==> src/rtl/router_pkg.sv <==
// router_pkg
// Shared definitions for the router output-channel packet FIFO.
// Contents:
//   - clog2 helper used to size pointers and the occupancy port.
//   - Header field positions: the payload length sits in the top LEN bits of a
//     header word, and the destination address sits in bits [1:0].
//   - Tagged storage entry {sop, data} for the default 8-bit channel width.
package router_pkg;

  localparam int DEF_DATA_W   = 8;
  localparam int HDR_LEN_W    = 6;
  localparam int HDR_LEN_MSB  = DEF_DATA_W - 1;
  localparam int HDR_DEST_MSB = 1;
  localparam int HDR_DEST_LSB = 0;

  typedef struct packed {
    logic                  sop;
    logic [DEF_DATA_W-1:0] data;
  } fifo_entry_t;

  // Smallest r with 2**r >= value.
  function automatic int clog2(input int value);
    int r;
    r = 0;
    while ((32'sd1 <<< r) < value) begin
      r = r + 32'sd1;
    end
    return r;
  endfunction

endpackage

==> src/rtl/router_pkt_fifo_if.sv <==
// router_pkt_fifo_if
// Handshake/status bundle between a router write/read client and the packet FIFO.
// Modports:
//   master : client side (drives wr_en, sop_in, din, rd_en; observes all status/data)
//   slave  : FIFO side (the mirror image)
// Signals: wr_en, sop_in, din[DATA_W], rd_en, full, almost_full, empty,
//          level[AW+1], dout[DATA_W], dout_valid, dout_sop, pkt_busy,
//          overflow, underflow, frame_err, parity_err.
interface router_pkt_fifo_if
  import router_pkg::*;
#(
  parameter int DATA_W = 8,
  parameter int DEPTH  = 16
);

  localparam int AW = clog2(DEPTH);

  logic              wr_en;
  logic              sop_in;
  logic [DATA_W-1:0] din;
  logic              rd_en;
  logic              full;
  logic              almost_full;
  logic              empty;
  logic [AW:0]       level;
  logic [DATA_W-1:0] dout;
  logic              dout_valid;
  logic              dout_sop;
  logic              pkt_busy;
  logic              overflow;
  logic              underflow;
  logic              frame_err;
  logic              parity_err;

  modport master (
    output wr_en, sop_in, din, rd_en,
    input  full, almost_full, empty, level, dout, dout_valid, dout_sop,
           pkt_busy, overflow, underflow, frame_err, parity_err
  );

  modport slave (
    input  wr_en, sop_in, din, rd_en,
    output full, almost_full, empty, level, dout, dout_valid, dout_sop,
           pkt_busy, overflow, underflow, frame_err, parity_err
  );

endinterface

==> src/rtl/router_fifo_mem.sv <==
// router_fifo_mem
// DEPTH x WIDTH storage, one write port and one registered read port, no reset.
// The read register is write-first: when the same edge writes the address being
// read, the new word is captured, so a word written into an empty FIFO is
// visible on o_rdata right after its write edge.
// Ports:
//   i_clk    clock
//   i_we     write enable
//   i_waddr  write address
//   i_wdata  write data
//   i_raddr  read address, captured every edge
//   o_rdata  registered read data
module router_fifo_mem #(
  parameter int WIDTH = 9,
  parameter int DEPTH = 16,
  parameter int AW    = 4
) (
  input  logic             i_clk,
  input  logic             i_we,
  input  logic [AW-1:0]    i_waddr,
  input  logic [WIDTH-1:0] i_wdata,
  input  logic [AW-1:0]    i_raddr,
  output logic [WIDTH-1:0] o_rdata
);

  logic [WIDTH-1:0] r_mem [DEPTH];
  logic [WIDTH-1:0] r_rdata;

  // Storage array write.
  always_ff @(posedge i_clk) begin
    if (i_we) begin
      r_mem[i_waddr] <= i_wdata;
    end
  end

  // Registered read with write-first forwarding.
  always_ff @(posedge i_clk) begin
    if (i_we && (i_waddr == i_raddr)) begin
      r_rdata <= i_wdata;
    end else begin
      r_rdata <= r_mem[i_raddr];
    end
  end

  assign o_rdata = r_rdata;

endmodule

==> src/rtl/router_pkt_fifo.sv <==
// router_pkt_fifo
// Packet-aware FIFO for one router output channel. Words carry a start-of-packet
// tag; on the read side a remaining-word count tracks the packet being drained
// (header len + 1 words follow the header, the last being a parity word).
// Optional feature macro: ROUTER_FIFO_PARITY_EN enables the running-XOR parity
// check of each packet; without it parity_err is tied low.
// Ports:
//   clk         clock
//   reset       synchronous, active-low full reset
//   soft_reset  synchronous, active-high channel flush (dout keeps its value)
//   bus         router_pkt_fifo_if.slave: write/read handshake, status, errors
module router_pkt_fifo
  import router_pkg::*;
#(
  parameter int DATA_W    = DEF_DATA_W,
  parameter int DEPTH     = 16,
  parameter int LEN_W     = HDR_LEN_W,
  parameter int AF_THRESH = 12
) (
  input  logic               clk,
  input  logic               reset,
  input  logic               soft_reset,
  router_pkt_fifo_if.slave   bus
);

  localparam int AW = clog2(DEPTH);
  localparam logic [AW:0]    AF_LVL  = (AW+1)'(AF_THRESH);
  localparam logic [LEN_W:0] CNT_ONE = {{LEN_W{1'b0}}, 1'b1};
  localparam logic [AW:0]    PTR_ONE = {{AW{1'b0}}, 1'b1};

  logic [AW:0]       r_wr_ptr;
  logic [AW:0]       r_rd_ptr;
  logic [AW:0]       w_rd_ptr_nxt;
  logic [AW:0]       w_level;
  logic              w_full;
  logic              w_empty;
  logic              w_run;
  logic              w_wr_acc;
  logic              w_rd_acc;
  logic [DATA_W:0]   w_head;
  logic              w_head_sop;
  logic [DATA_W-1:0] w_head_data;
  logic [LEN_W:0]    w_hdr_cnt;

  logic [LEN_W:0]    r_cnt;
  logic [DATA_W-1:0] r_dout;
  logic              r_dout_valid;
  logic              r_dout_sop;
  logic              r_overflow;
  logic              r_underflow;
  logic              r_frame_err;

  assign w_run    = reset && !soft_reset;
  assign w_full   = (r_wr_ptr[AW] != r_rd_ptr[AW]) &&
                    (r_wr_ptr[AW-1:0] == r_rd_ptr[AW-1:0]);
  assign w_empty  = (r_wr_ptr == r_rd_ptr);
  assign w_level  = r_wr_ptr - r_rd_ptr;
  assign w_wr_acc = bus.wr_en && !w_full;
  assign w_rd_acc = bus.rd_en && !w_empty;

  assign w_head_sop  = w_head[DATA_W];
  assign w_head_data = w_head[DATA_W-1:0];
  // Header len counts payload words; the trailing parity word adds one more.
  assign w_hdr_cnt   = {1'b0, w_head_data[DATA_W-1 -: LEN_W]} + CNT_ONE;

  // Read pointer after this edge; the memory prefetches that entry so the
  // head word is always waiting on w_head when a read is accepted.
  always_comb begin
    w_rd_ptr_nxt = r_rd_ptr;
    if (!w_run) begin
      w_rd_ptr_nxt = '0;
    end else if (w_rd_acc) begin
      w_rd_ptr_nxt = r_rd_ptr + PTR_ONE;
    end else begin
      w_rd_ptr_nxt = r_rd_ptr;
    end
  end

  router_fifo_mem #(
    .WIDTH (DATA_W + 1),
    .DEPTH (DEPTH),
    .AW    (AW)
  ) u_mem (
    .i_clk   (clk),
    .i_we    (w_run && w_wr_acc),
    .i_waddr (r_wr_ptr[AW-1:0]),
    .i_wdata ({bus.sop_in, bus.din}),
    .i_raddr (w_rd_ptr_nxt[AW-1:0]),
    .o_rdata (w_head)
  );

  // Write/read pointers.
  always_ff @(posedge clk) begin
    if (!reset) begin
      r_wr_ptr <= '0;
      r_rd_ptr <= '0;
    end else if (soft_reset) begin
      r_wr_ptr <= '0;
      r_rd_ptr <= '0;
    end else begin
      if (w_wr_acc) begin
        r_wr_ptr <= r_wr_ptr + PTR_ONE;
      end else begin
        r_wr_ptr <= r_wr_ptr;
      end
      r_rd_ptr <= w_rd_ptr_nxt;
    end
  end

  // Read data, remaining-word count and framing check.
  always_ff @(posedge clk) begin
    if (!reset) begin
      r_dout       <= '0;
      r_dout_valid <= 1'b0;
      r_dout_sop   <= 1'b0;
      r_cnt        <= '0;
      r_frame_err  <= 1'b0;
    end else if (soft_reset) begin
      r_dout       <= r_dout;
      r_dout_valid <= 1'b0;
      r_dout_sop   <= 1'b0;
      r_cnt        <= '0;
      r_frame_err  <= 1'b0;
    end else begin
      r_dout_valid <= w_rd_acc;
      r_frame_err  <= 1'b0;
      if (w_rd_acc) begin
        r_dout     <= w_head_data;
        r_dout_sop <= w_head_sop;
        if (w_head_sop) begin
          // A header arriving before the previous packet drained means truncation.
          r_cnt       <= w_hdr_cnt;
          r_frame_err <= (r_cnt != '0);
        end else if (r_cnt != '0) begin
          r_cnt <= r_cnt - CNT_ONE;
        end else begin
          // Payload word with no open packet.
          r_frame_err <= 1'b1;
        end
      end else begin
        r_dout     <= r_dout;
        r_dout_sop <= r_dout_sop;
      end
    end
  end

  // Overflow/underflow request pulses.
  always_ff @(posedge clk) begin
    if (!reset) begin
      r_overflow  <= 1'b0;
      r_underflow <= 1'b0;
    end else if (soft_reset) begin
      r_overflow  <= 1'b0;
      r_underflow <= 1'b0;
    end else begin
      r_overflow  <= bus.wr_en && w_full;
      r_underflow <= bus.rd_en && w_empty;
    end
  end

`ifdef ROUTER_FIFO_PARITY_EN
  logic [DATA_W-1:0] r_par;
  logic              r_parity_err;

  // Running XOR of header and payload, compared against the parity word
  // (the word read while one word of the packet remains).
  always_ff @(posedge clk) begin
    if (!reset) begin
      r_par        <= '0;
      r_parity_err <= 1'b0;
    end else if (soft_reset) begin
      r_par        <= '0;
      r_parity_err <= 1'b0;
    end else begin
      r_parity_err <= 1'b0;
      if (w_rd_acc && w_head_sop) begin
        r_par <= w_head_data;
      end else if (w_rd_acc && (r_cnt == CNT_ONE)) begin
        r_parity_err <= (w_head_data != r_par);
      end else if (w_rd_acc && (r_cnt != '0)) begin
        r_par <= r_par ^ w_head_data;
      end else begin
        r_par <= r_par;
      end
    end
  end

  assign bus.parity_err = r_parity_err;
`else
  assign bus.parity_err = 1'b0;
`endif

  assign bus.full        = w_full;
  assign bus.empty       = w_empty;
  assign bus.level       = w_level;
  assign bus.almost_full = (w_level >= AF_LVL);
  assign bus.dout        = r_dout;
  assign bus.dout_valid  = r_dout_valid;
  assign bus.dout_sop    = r_dout_sop;
  assign bus.pkt_busy    = (r_cnt != '0);
  assign bus.overflow    = r_overflow;
  assign bus.underflow   = r_underflow;
  assign bus.frame_err   = r_frame_err;

endmodule

==> src/flat_wrapper.sv <==
// flat-port wrapper written by rule: the top's interface ports become plain ports
module router_pkt_fifo_flat import router_pkg::*;
#(
  parameter int DATA_W    = DEF_DATA_W,
  parameter int DEPTH     = 16,
  parameter int LEN_W     = HDR_LEN_W,
  parameter int AF_THRESH = 12
)
  (clk, reset, soft_reset, bus_wr_en, bus_sop_in, bus_din, bus_rd_en, bus_full, bus_almost_full, bus_empty, bus_level, bus_dout, bus_dout_valid, bus_dout_sop, bus_pkt_busy, bus_overflow, bus_underflow, bus_frame_err, bus_parity_err);
  router_pkt_fifo_if #(.DATA_W(DATA_W), .DEPTH(DEPTH)) bus_i ();
  input  logic clk;
  input  logic reset;
  input  logic soft_reset;
  input wire logic [$bits(bus_i.wr_en)-1:0] bus_wr_en;
  input wire logic [$bits(bus_i.sop_in)-1:0] bus_sop_in;
  input wire logic [$bits(bus_i.din)-1:0] bus_din;
  input wire logic [$bits(bus_i.rd_en)-1:0] bus_rd_en;
  output wire logic [$bits(bus_i.full)-1:0] bus_full;
  output wire logic [$bits(bus_i.almost_full)-1:0] bus_almost_full;
  output wire logic [$bits(bus_i.empty)-1:0] bus_empty;
  output wire logic [$bits(bus_i.level)-1:0] bus_level;
  output wire logic [$bits(bus_i.dout)-1:0] bus_dout;
  output wire logic [$bits(bus_i.dout_valid)-1:0] bus_dout_valid;
  output wire logic [$bits(bus_i.dout_sop)-1:0] bus_dout_sop;
  output wire logic [$bits(bus_i.pkt_busy)-1:0] bus_pkt_busy;
  output wire logic [$bits(bus_i.overflow)-1:0] bus_overflow;
  output wire logic [$bits(bus_i.underflow)-1:0] bus_underflow;
  output wire logic [$bits(bus_i.frame_err)-1:0] bus_frame_err;
  output wire logic [$bits(bus_i.parity_err)-1:0] bus_parity_err;
  assign bus_i.wr_en = bus_wr_en;
  assign bus_i.sop_in = bus_sop_in;
  assign bus_i.din = bus_din;
  assign bus_i.rd_en = bus_rd_en;
  assign bus_full = bus_i.full;
  assign bus_almost_full = bus_i.almost_full;
  assign bus_empty = bus_i.empty;
  assign bus_level = bus_i.level;
  assign bus_dout = bus_i.dout;
  assign bus_dout_valid = bus_i.dout_valid;
  assign bus_dout_sop = bus_i.dout_sop;
  assign bus_pkt_busy = bus_i.pkt_busy;
  assign bus_overflow = bus_i.overflow;
  assign bus_underflow = bus_i.underflow;
  assign bus_frame_err = bus_i.frame_err;
  assign bus_parity_err = bus_i.parity_err;
  router_pkt_fifo #(.DATA_W(DATA_W), .DEPTH(DEPTH), .LEN_W(LEN_W), .AF_THRESH(AF_THRESH)) u_core (.clk(clk), .reset(reset), .soft_reset(soft_reset), .bus(bus_i));
endmodule
==> config.mk <==
export PLATFORM = sky130hd
export DESIGN_NAME = router_pkt_fifo_flat
export DESIGN_NICKNAME = d
export VERILOG_FILES = /design/src/rtl/router_pkg.sv /design/src/rtl/router_pkt_fifo_if.sv /design/src/rtl/router_fifo_mem.sv /design/src/rtl/router_pkt_fifo.sv /design/src/flat_wrapper.sv
export SDC_FILE = /design/constraint.sdc
export NUM_CORES = 1
export LEC_CHECK = 0
export ABC_CLOCK_PERIOD_IN_PS = 3200
export CAP_MARGIN = 10
export CORE_UTILIZATION = 60
export DETAILED_ROUTE_END_ITERATION = 7
export GPL_TIMING_DRIVEN = 0
export PLACE_DENSITY = 0.8
export SLEW_MARGIN = 15
export SYNTH_ARGS = -nofsm -noshare
export SYNTH_HDL_FRONTEND = slang
export SYNTH_SLANG_ARGS = --single-unit
==> constraint.sdc <==
create_clock -name clk -period 3.2 [get_ports clk]
set_clock_uncertainty 0.1 [all_clocks]
set_input_delay 0.8 -clock clk [delete_from_list [all_inputs] [get_ports clk]]
set_output_delay 0.8 -clock clk [all_outputs]
set_load 0.005 [all_outputs]
==> results of run 1 <==
-- cell usage in the layout, fill, tap and decap left out, types with 6 or more instances in the layout --
master	netlist	layout
clkdlybuf4s50_1	0	32
mux4_1	31	31
nor2_4	0	7
inv_1	12	11
nor2b_1	8	6
xor2_1	8	7
nor2_2	0	6
clkbuf_16	0	17
edfxtp_1	144	144
a21oi_1	14	14
mux4_2	7	7
a21boi_0	8	8
dfxtp_1	34	32
nand2_1	39	39
nor2_1	36	23
ha_1	13	12
a22oi_1	9	9
nand4_1	6	6
-- worst max-delay path, stage by stage --
cell	delay [ps]
clkdlybuf4s50_1	610
nor2b_2	330
nand2_1	80
nor2_1	280
nand2_1	250
nor2_2	670
-- metrics by stage --
stage                     hold WS (ps)  cell area, um^2  worst slack, ps  std cells  TNS, ps
final                              374             8720              127        668        0
after floorplan                    360             7380              443        448        0
after detailed placement           365             7980             -701        634   -71830
after global routing               397             8720            -15.3        668     -101
after global placement             353             7920            -1030        630   -92420
after CTS                          374             8620             -168        666     -168
-- power by group through the flow --
stage	combinational, W	clock, W	sequential [W]
final	0.000170	0.00212	0.00251
after global routing	0.000186	0.00223	0.00251
after CTS	0.000164	0.00214	0.00251
after detailed placement	0.000161	0	0.00256
after global placement	0.000152	0	0.00256
after floorplan	0.0000810	0	0.00256
-- what timing repair did --
action                                  4_1_cts  5_1_grt
setup buffers                                 0        2
resized for setup                            18       21
endpoints found under the setup margin      113      119
pin swaps                                     0        1
-- cells by family (layout without fill, tap and decap cells) --
group | count (synthesis) | after routing | synth area share (%)
xor+xnor | 14 | 14 | 1.66
buf+inv | 29 | 102 | 2.30
mux | 43 | 43 | 13.9
other cells | 1 | 1 | 0.0508
flops | 178 | 178 | 67.8
compound gates | 53 | 53 | 4.71
fa+ha+maj | 14 | 14 | 2.47
simple gates | 116 | 116 | 7.15
-- final timing paths --
path	start	to	cells after the start
hold / removal	u_core.bus.dout[2]	u_core.bus.dout[2]	2
setup reg to reg	flip-flop	u_core.r_cnt[5]	10
setup / recovery	reset	u_core.u_mem.r_mem[4][5]	6
hold reg to reg	u_core.bus.dout[2]	u_core.bus.dout[2]	2
-- synthesized netlist by cell type, types with 2 or more instances --
library cell  count
mux2i_1           3
xnor2_1           6
nand2b_1          4
mux4_1           31
a21boi_0          8
ha_1             13
mux4_2            7
o21ai_0           5
nand3_1           4
dfxtp_1          34
buf_4             2
buf_2             5
inv_1            12
clkbuf_1          4
a22oi_1           9
o22ai_1           2
nor3_1            8
or3_1             3
a21oi_1          14
buf_12            2
o211ai_1          3
buf_6             2
mux2_2            2
and3_1            2
nand2_1          39
nor2b_1           8
nand4_1           6
a31oi_1           3
edfxtp_1        144
o21ai_1           2
xor2_1            8
nor2_1           36
a21o_1            2
or4_1             2
-- layout make-up --
class,instances,share of cell area (%)
Buffer,16,1.48
Timing Repair Buffer,41,4.71
Tap cell,147,2.11
Multi-Input combinational cell,241,26.8
Inverter,13,0.560
Clock buffer,17,4.88
Clock inverter,15,2.07
Sequential cell,178,57.4
-- flip-flops by register name (all words and copies together), names as in the netlist, named ones only --
| signal | flops |
|---|---|
| u_core.bus.dout_valid | 1 |
| u_core.bus.dout_sop | 1 |
| u_core.r_wr_ptr | 5 |
| u_core.bus.overflow | 1 |
| u_core.r_rd_ptr | 5 |
| u_core.bus.frame_err | 1 |
| u_core.bus.underflow | 1 |
| u_core.r_cnt | 7 |
| u_core.bus.dout | 8 |
| u_core.u_mem.r_mem | 144 |
-- per-layer routing --
metal | routed length (um) | global-route usage (%) | vias to the layer above
met5 | 0 | 0 | -
met4 | 157 | 6.40 | 0
met1 | 6300 | 34.2 | 2062
li1 | - | - | 1873
met3 | 773 | 6.27 | 15
met2 | 7940 | 44.5 | 167
==> flow_metrics.tcl, run 1 <==
set metrics [dict create \
    reg2reg_slack_ps 200 \
    core_mm2 0.0120 \
    p_int_w 0.00382 \
    clockRootBuffer "clkbuf_16" \
    status "completed" \
    setup.worst_path.start_class "input port" \
    endpoint_kind "flip-flop" \
    crit_type "input port to flip-flop" \
    antenna_cells 0 \
    gp_congestion 0.830 \
    dieHeight_um 113 \
    async_flop_share_pct 0 \
    viasPerCell 6.16 \
    ant_nets 0 \
    fillers 720 \
    grt_pass1_vias 4075 \
    path_clk_slew_ps 60 \
    clock-sinks 178 \
    syn-num-nets 476 \
    grt_pass1_wl_um 23400 \
    post-route-util_pct 72.6 \
    clockBufferDepth 2 \
    fp.dieW_um 113 \
    hold_viol 0 \
    grt_max_degree 17 \
    overflow 0 \
    cts_inserted_buffers 17 \
    synthCells 448 \
    holdBufCountCts 0 \
    switching_power_w 0.000986 \
    avgSynthCellArea_um2 16.5 \
    ys_seq_area_share_pct 67.8 \
    ys.flop_type "edfxtp_1" \
    cts_tree "done" \
    power_frac_clock_pct 44.2 \
    final_nets 536 \
    num_vias 4117 \
    p_leak_nw 2.92 \
    synth_top_area_cell "edfxtp_1" \
    ir_worst_vdd_mv 0.461 \
    drt-wirelength-per-cell_um 22.7 \
    switching_share_pct 20.5 \
    power_w 0.00481 \
    multiInputGateArea_mm2 0.00233 \
    initial_utilization_pct 61.5 \
    grtUsageTotal_pct 26.1 \
    synth_top_cell_area_share_pct 58.6 \
    synth_seq_cells 178 \
    slew_violations 0 \
    routed_wl_um 15200 \
    drive_above_1_share_pct 17.3 \
    rows 40 \
    hp-class "flip-flop to flip-flop" \
    yosysUniqueCellTypes 47 \
    required_ps 3160 \
    ys_warn_count 0 \
    p_comb_share_pct 3.5 \
    max_freq_mhz 325 \
    setup-violations-final 0 \
    dieArea_mm2 0.0128 \
    drt-initial-drc-count 390 \
    power_density_mw_per_mm2 551 \
    max-cap-violations 0 \
    min_period_ps 3070 \
    drcViolationCount 0 \
    min_period_over_period_pct 96.0 \
    dr.pass1.iters 7 \
    tightest_slew_ps 780 \
    relSlewSlack_pct 47.9 \
    htree_num_levels 4 \
    cp_data_arrival_time_ps 3030 \
    clk_latency_ps 430 \
    syn2layout_area_growth_pct 18.1 \
    grt_antenna_before_repair 0 \
    synth-edff-count 144 \
    rsz0062_at_grt "true" \
    synth_area_leaders "edfxtp_1, mux4_1, dfxtp_1, ha_1, mux4_2" \
    seqPwrFrac_pct 52.3 \
    hpwl_um 9540 \
    port_buffers 35 \
    ff_latch_area_mm2 0.00501 \
    syn-cell-area_mm2 0.00738 \
    path_max_fanout 10 \
    io_pins 37 \
]
(Power assumes the default switching activity.)
==> run 2: changes to the inputs <==
Settings changed: ABC_CLOCK_PERIOD_IN_PS 3200 to 3300.
Clock period 3.2 ns to 3.3 ns, I/O delays scaled along.
==> run 2 against run 1 <==
Net effect:
- sequential power fell by 3%
- highest routed layer unchanged
- clock power fell by 3%
- non-clock buffer count fell by 1
- sequential share of layout area rose by 0.29 points
- largest power group unchanged
- critical path depth fell by 1
==> flow_metrics.tcl, run 2 (synthesized netlist as in run 1, its figures left out) <==
set metrics [dict create \
    rows 40 \
    r2r_end "u_core.r_cnt[5]" \
    drcViolationCount 0 \
    power_w 0.00466 \
    tightest_slew_ps 769 \
    clockRootBuffer "clkbuf_16" \
    drt-initial-drc-count 402 \
    cts_tree "done" \
    crit_type "flip-flop to output port" \
    p_leak_nw 2.90 \
    final_nets 535 \
    worstSetupEndpoint "bus_full" \
    final_common_cell "edfxtp_1" \
    drt-wirelength-per-cell_um 22.7 \
    holdBufCountCts 0 \
    final_cell_mix "edfxtp_1, nand2_1, clkdlybuf4s50_1" \
    required_ps 2370 \
    crit_start "u_core.r_rd_ptr[2]" \
    hpwl_um 9540 \
    status "completed" \
    gp_congestion 0.830 \
    max-cap-violations 0 \
    grt_max_degree 17 \
    placed_cell_area_mm2 0.00798 \
    clk_latency_ps 430 \
    min_period_over_period_pct 97.4 \
    min_path_cells 2 \
    overflow 0 \
    ir_worst_vdd_mv 0.445 \
    ant_nets 0 \
    rsz0062_at_grt "true" \
    path_max_fanout 5 \
    num_vias 4147 \
    core_mm2 0.0120 \
    grt_pass1_wl_um 23400 \
    cts_inserted_buffers 17 \
    max_freq_mhz 311 \
    hold_viol 0 \
    dieArea_mm2 0.0128 \
    io_pins 37 \
    path_clk_slew_ps 60 \
    clockBufferDepth 2 \
    cp_data_arrival_time_ps 2290 \
    grt_antenna_before_repair 0 \
    clock-sinks 178 \
    setup.worst_path.start_class "flip-flop" \
    drive_above_1_share_pct 16.3 \
    initial_utilization_pct 61.5 \
    top_register "u_core.u_mem.r_mem" \
    viasPerCell 6.22 \
    r2r_cells 10 \
    setup-violations-final 0 \
    fp.dieW_um 113 \
    min_period_ps 3210 \
    antenna_cells 0 \
    routed_wl_um 15100 \
    htree_num_levels 4 \
    dieHeight_um 113 \
    port_buffers 35 \
    fillers 731 \
    power_density_mw_per_mm2 536 \
    ff_latch_area_mm2 0.00501 \
    grtUsageTotal_pct 26.1 \
    largest_reg_flops 144 \
    syn2layout_area_growth_pct 17.5 \
    reg2reg_slack_ps 190 \
    relSlewSlack_pct 48.7 \
    multiInputGateArea_mm2 0.00231 \
    grt_pass1_vias 4076 \
    hp-class "flip-flop to flip-flop" \
    slew_violations 0 \
    endpoint_kind "output port" \
    dr.pass1.iters 5 \
    final_area_mm2 0.00868 \
]
-- run 2: cell types whose count changed in the layout (fill, tap and decap cells not counted), moves of 2 or more --
cell / change
nor2b_2: -2
buf_2: +2
clkbuf_4: -2
nor2b_1: +2
-- run 2: per-stage QoR --
stage                     TNS (ps)  hold WS, ps  util (%)  cells  setup WS, ps
after floorplan                  0          360         -    448           543
final                            0          375      72.3    667          87.0
after global placement      -81620          353      65.9    630          -958
after global routing         -1630          397      72.3    667         -63.1
after CTS                    -92.7          374      71.8    666         -92.7
after detailed placement    -61390          365      66.4    634          -626
-- run 2: critical path, cell delays in order, from the launching register on --
cell	delay (ps)
dfxtp_1	360
inv_1	80
ha_1	340
nand4_1	230
nor2b_1	300
clkdlybuf4s50_1	550
-- run 2: final cells by class --
type,count,area share (%)
flip-flops and latches,178,57.7
multi-input cells,241,26.6
clock buffers,17,4.90
repair buffers,40,4.61
well taps,147,2.12
clock inverters,15,2.08
plain buffers,16,1.43
inverters,13,0.562
-- run 2: how the worst min path moves through the flow --
| stage | start | endpoint | slack (ps) |
|---|---|---|---|
| after floorplan | u_core.bus.dout[0] | u_core.bus.dout[0] | 360 |
| after global placement | u_core.bus.dout[7] | u_core.bus.dout[7] | 350 |
| after detailed placement | u_core.bus.dout[2] | u_core.bus.dout[2] | 360 |
| after CTS | u_core.bus.dout[2] | u_core.bus.dout[2] | 370 |
| after global routing | u_core.bus.dout[5] | u_core.bus.dout[5] | 400 |
| final | u_core.bus.dout[2] | u_core.bus.dout[2] | 370 |
-- run 2: routing by layer --
layer	part of all wire, %	global-route usage [%]	vias up
li1	-	-	1877
met1	42	34.2	2107
met2	52	44.5	147
met3	4.9	6.27	16
met4	0.99	6.40	0
met5	0	0	-
-- run 2: what timing repair did --
item	4_1_cts	5_1_grt
pin swaps	0	1
buffers inserted	0	1
endpoints found under the setup margin	92	83
resized for setup	16	14
-- run 2: where the power goes --
group          leakage [nW]  internal [W]  switching (W)  total (W)
registers              1.57       0.00243     0.00000500    0.00244
clock network         0.291       0.00120       0.000859    0.00206
logic                  1.04     0.0000714      0.0000896   0.000161
total                  2.90       0.00370       0.000953    0.00466
==> run 3: changes to the inputs <==
Settings changed: GPL_ROUTABILITY_DRIVEN set to 0, SKIP_CTS_REPAIR_TIMING set to 1.
==> run 3 against run 2 <==
Net effect:
- the flow now finishes with violations (negative setup slack)
- first-iteration DRC count decreased by 7.2%
- non-clock buffer count fell by 1
- core utilization is 0.24 points lower
- flip-flop and latch count did not move
- total power about the same
- critical endpoint is now u_core.u_mem.r_mem[13][5]
- largest cell class unchanged
==> flow_metrics.tcl, run 3 (synthesized netlist as in run 1, its figures left out) <==
set metrics [dict create \
    dr.pass1.iters 7 \
    top_register "u_core.u_mem.r_mem" \
    clock-sinks 178 \
    min_period_over_period_pct 105 \
    crit_type "input port to flip-flop" \
    rsz0062_at_grt "true" \
    cts_tree "done" \
    largest_reg_flops 144 \
    grt_antenna_before_repair 0 \
    path_clk_slew_ps 60 \
    post-place-ws_ps -626 \
    rows 40 \
    setup.worst_path.start_class "input port" \
    final_nets 534 \
    ir_worst_vdd_mv 0.448 \
    violations "negative setup slack" \
    grt_pass1_vias 4076 \
    grtUsageTotal_pct 25.9 \
    power_density_mw_per_mm2 538 \
    final_common_cell "edfxtp_1" \
    htree_num_levels 4 \
    dieArea_mm2 0.0128 \
    drt-wirelength-per-cell_um 22.7 \
    cp_data_arrival_time_ps 3410 \
    clockRootBuffer "clkbuf_16" \
    grt_pass1_wl_um 23300 \
    initial_utilization_pct 61.5 \
    hpwl_um 9540 \
    grt_max_degree 17 \
    antenna_cells 0 \
    clockBufferDepth 2 \
    p_leak_nw 2.88 \
    clk_latency_ps 440 \
    io_pins 37 \
    relSlewSlack_pct 18.9 \
    fp.dieW_um 113 \
    cts_inserted_buffers 17 \
    drt-initial-drc-count 373 \
    setup_ws_ps -163 \
    syn2layout_area_growth_pct 17.1 \
    num_vias 4147 \
    setup-violations-final 28 \
    status "finished, violations left" \
    required_ps 3240 \
    routed_wl_um 15100 \
    endpoint_kind "flip-flop" \
    min_period_ps 3460 \
    port_buffers 35 \
    max_freq_mhz 289 \
    final_cell_mix "edfxtp_1, nand2_1, clkdlybuf4s50_1" \
    drive_above_1_share_pct 14.8 \
    viasPerCell 6.23 \
    hold_slack_ps 375 \
    hold_viol 0 \
    path_max_fanout 10 \
    core_mm2 0.0120 \
    overflow 0 \
    dieHeight_um 113 \
    max-cap-violations 0 \
    hp-class "flip-flop to flip-flop" \
    drcViolationCount 0 \
    tightest_slew_ps 1210 \
    slew_violations 0 \
    ant_nets 0 \
]
run 3: cell count changes in the layout (fill, tap and decap cells not counted), sizes merged:
cell           change
buf                -1
clkdlybuf4s50      +1
dlygate4sd2        -1
run 3: worst paths after layout:
kind / from / endpoint / slack, ps / cells past startpoint
min: u_core.bus.dout[2] / u_core.bus.dout[2] / 370 / 2
max: reset / u_core.u_mem.r_mem[13][5] / -160 / 6
min reg2reg: u_core.bus.dout[2] / u_core.bus.dout[2] / 370 / 2
max reg2reg: flip-flop / u_core.r_cnt[5] / 180 / 10
run 3: routing by layer:
layer / global-route usage, % / up-vias / share of wire (%)
met4: 6.49 / 0 / 1.3
met2: 44.2 / 139 / 52
li1: - / 1876 / -
met1: 33.9 / 2119 / 42
met3: 6.43 / 13 / 4.8
met5: 0 / - / 0
run 3: critical path, stage by stage:
cell             delay (ps)
clkdlybuf4s50_1         610
nor2b_1                 430
nand2_1                 100
nor2_1                  280
nand2_1                 200
nor2_1                  950
run 3: through the flow:
stage	instance area (um^2)	utilization (%)	std cells	power, W	TNS (ps)
floorplan	7380	-	448	0.00256	0
CTS	8590	71.5	666	0.00467	-11490
finish	8650	72.0	666	0.00465	-3720
detailed placement	7980	66.4	634	0.00264	-61390
global route	8650	72.0	666	0.00477	-8810
global placement	7920	65.9	630	0.00263	-81620
run 3: area by class of cell:
class / instances / area [um^2]
Buffer: 16 / 124
Clock buffer: 17 / 425
Clock inverter: 15 / 180
Fill cell: 731 / 3360
Inverter: 13 / 48.8
Multi-Input combinational cell: 241 / 2280
Sequential cell: 178 / 5010
Tap cell: 147 / 184
Timing Repair Buffer: 39 / 394
run 3: power by group:
group	switching, W	internal (W)
logic	0.0000900	0.0000706
registers	0.00000548	0.00243
clock network	0.000855	0.00120
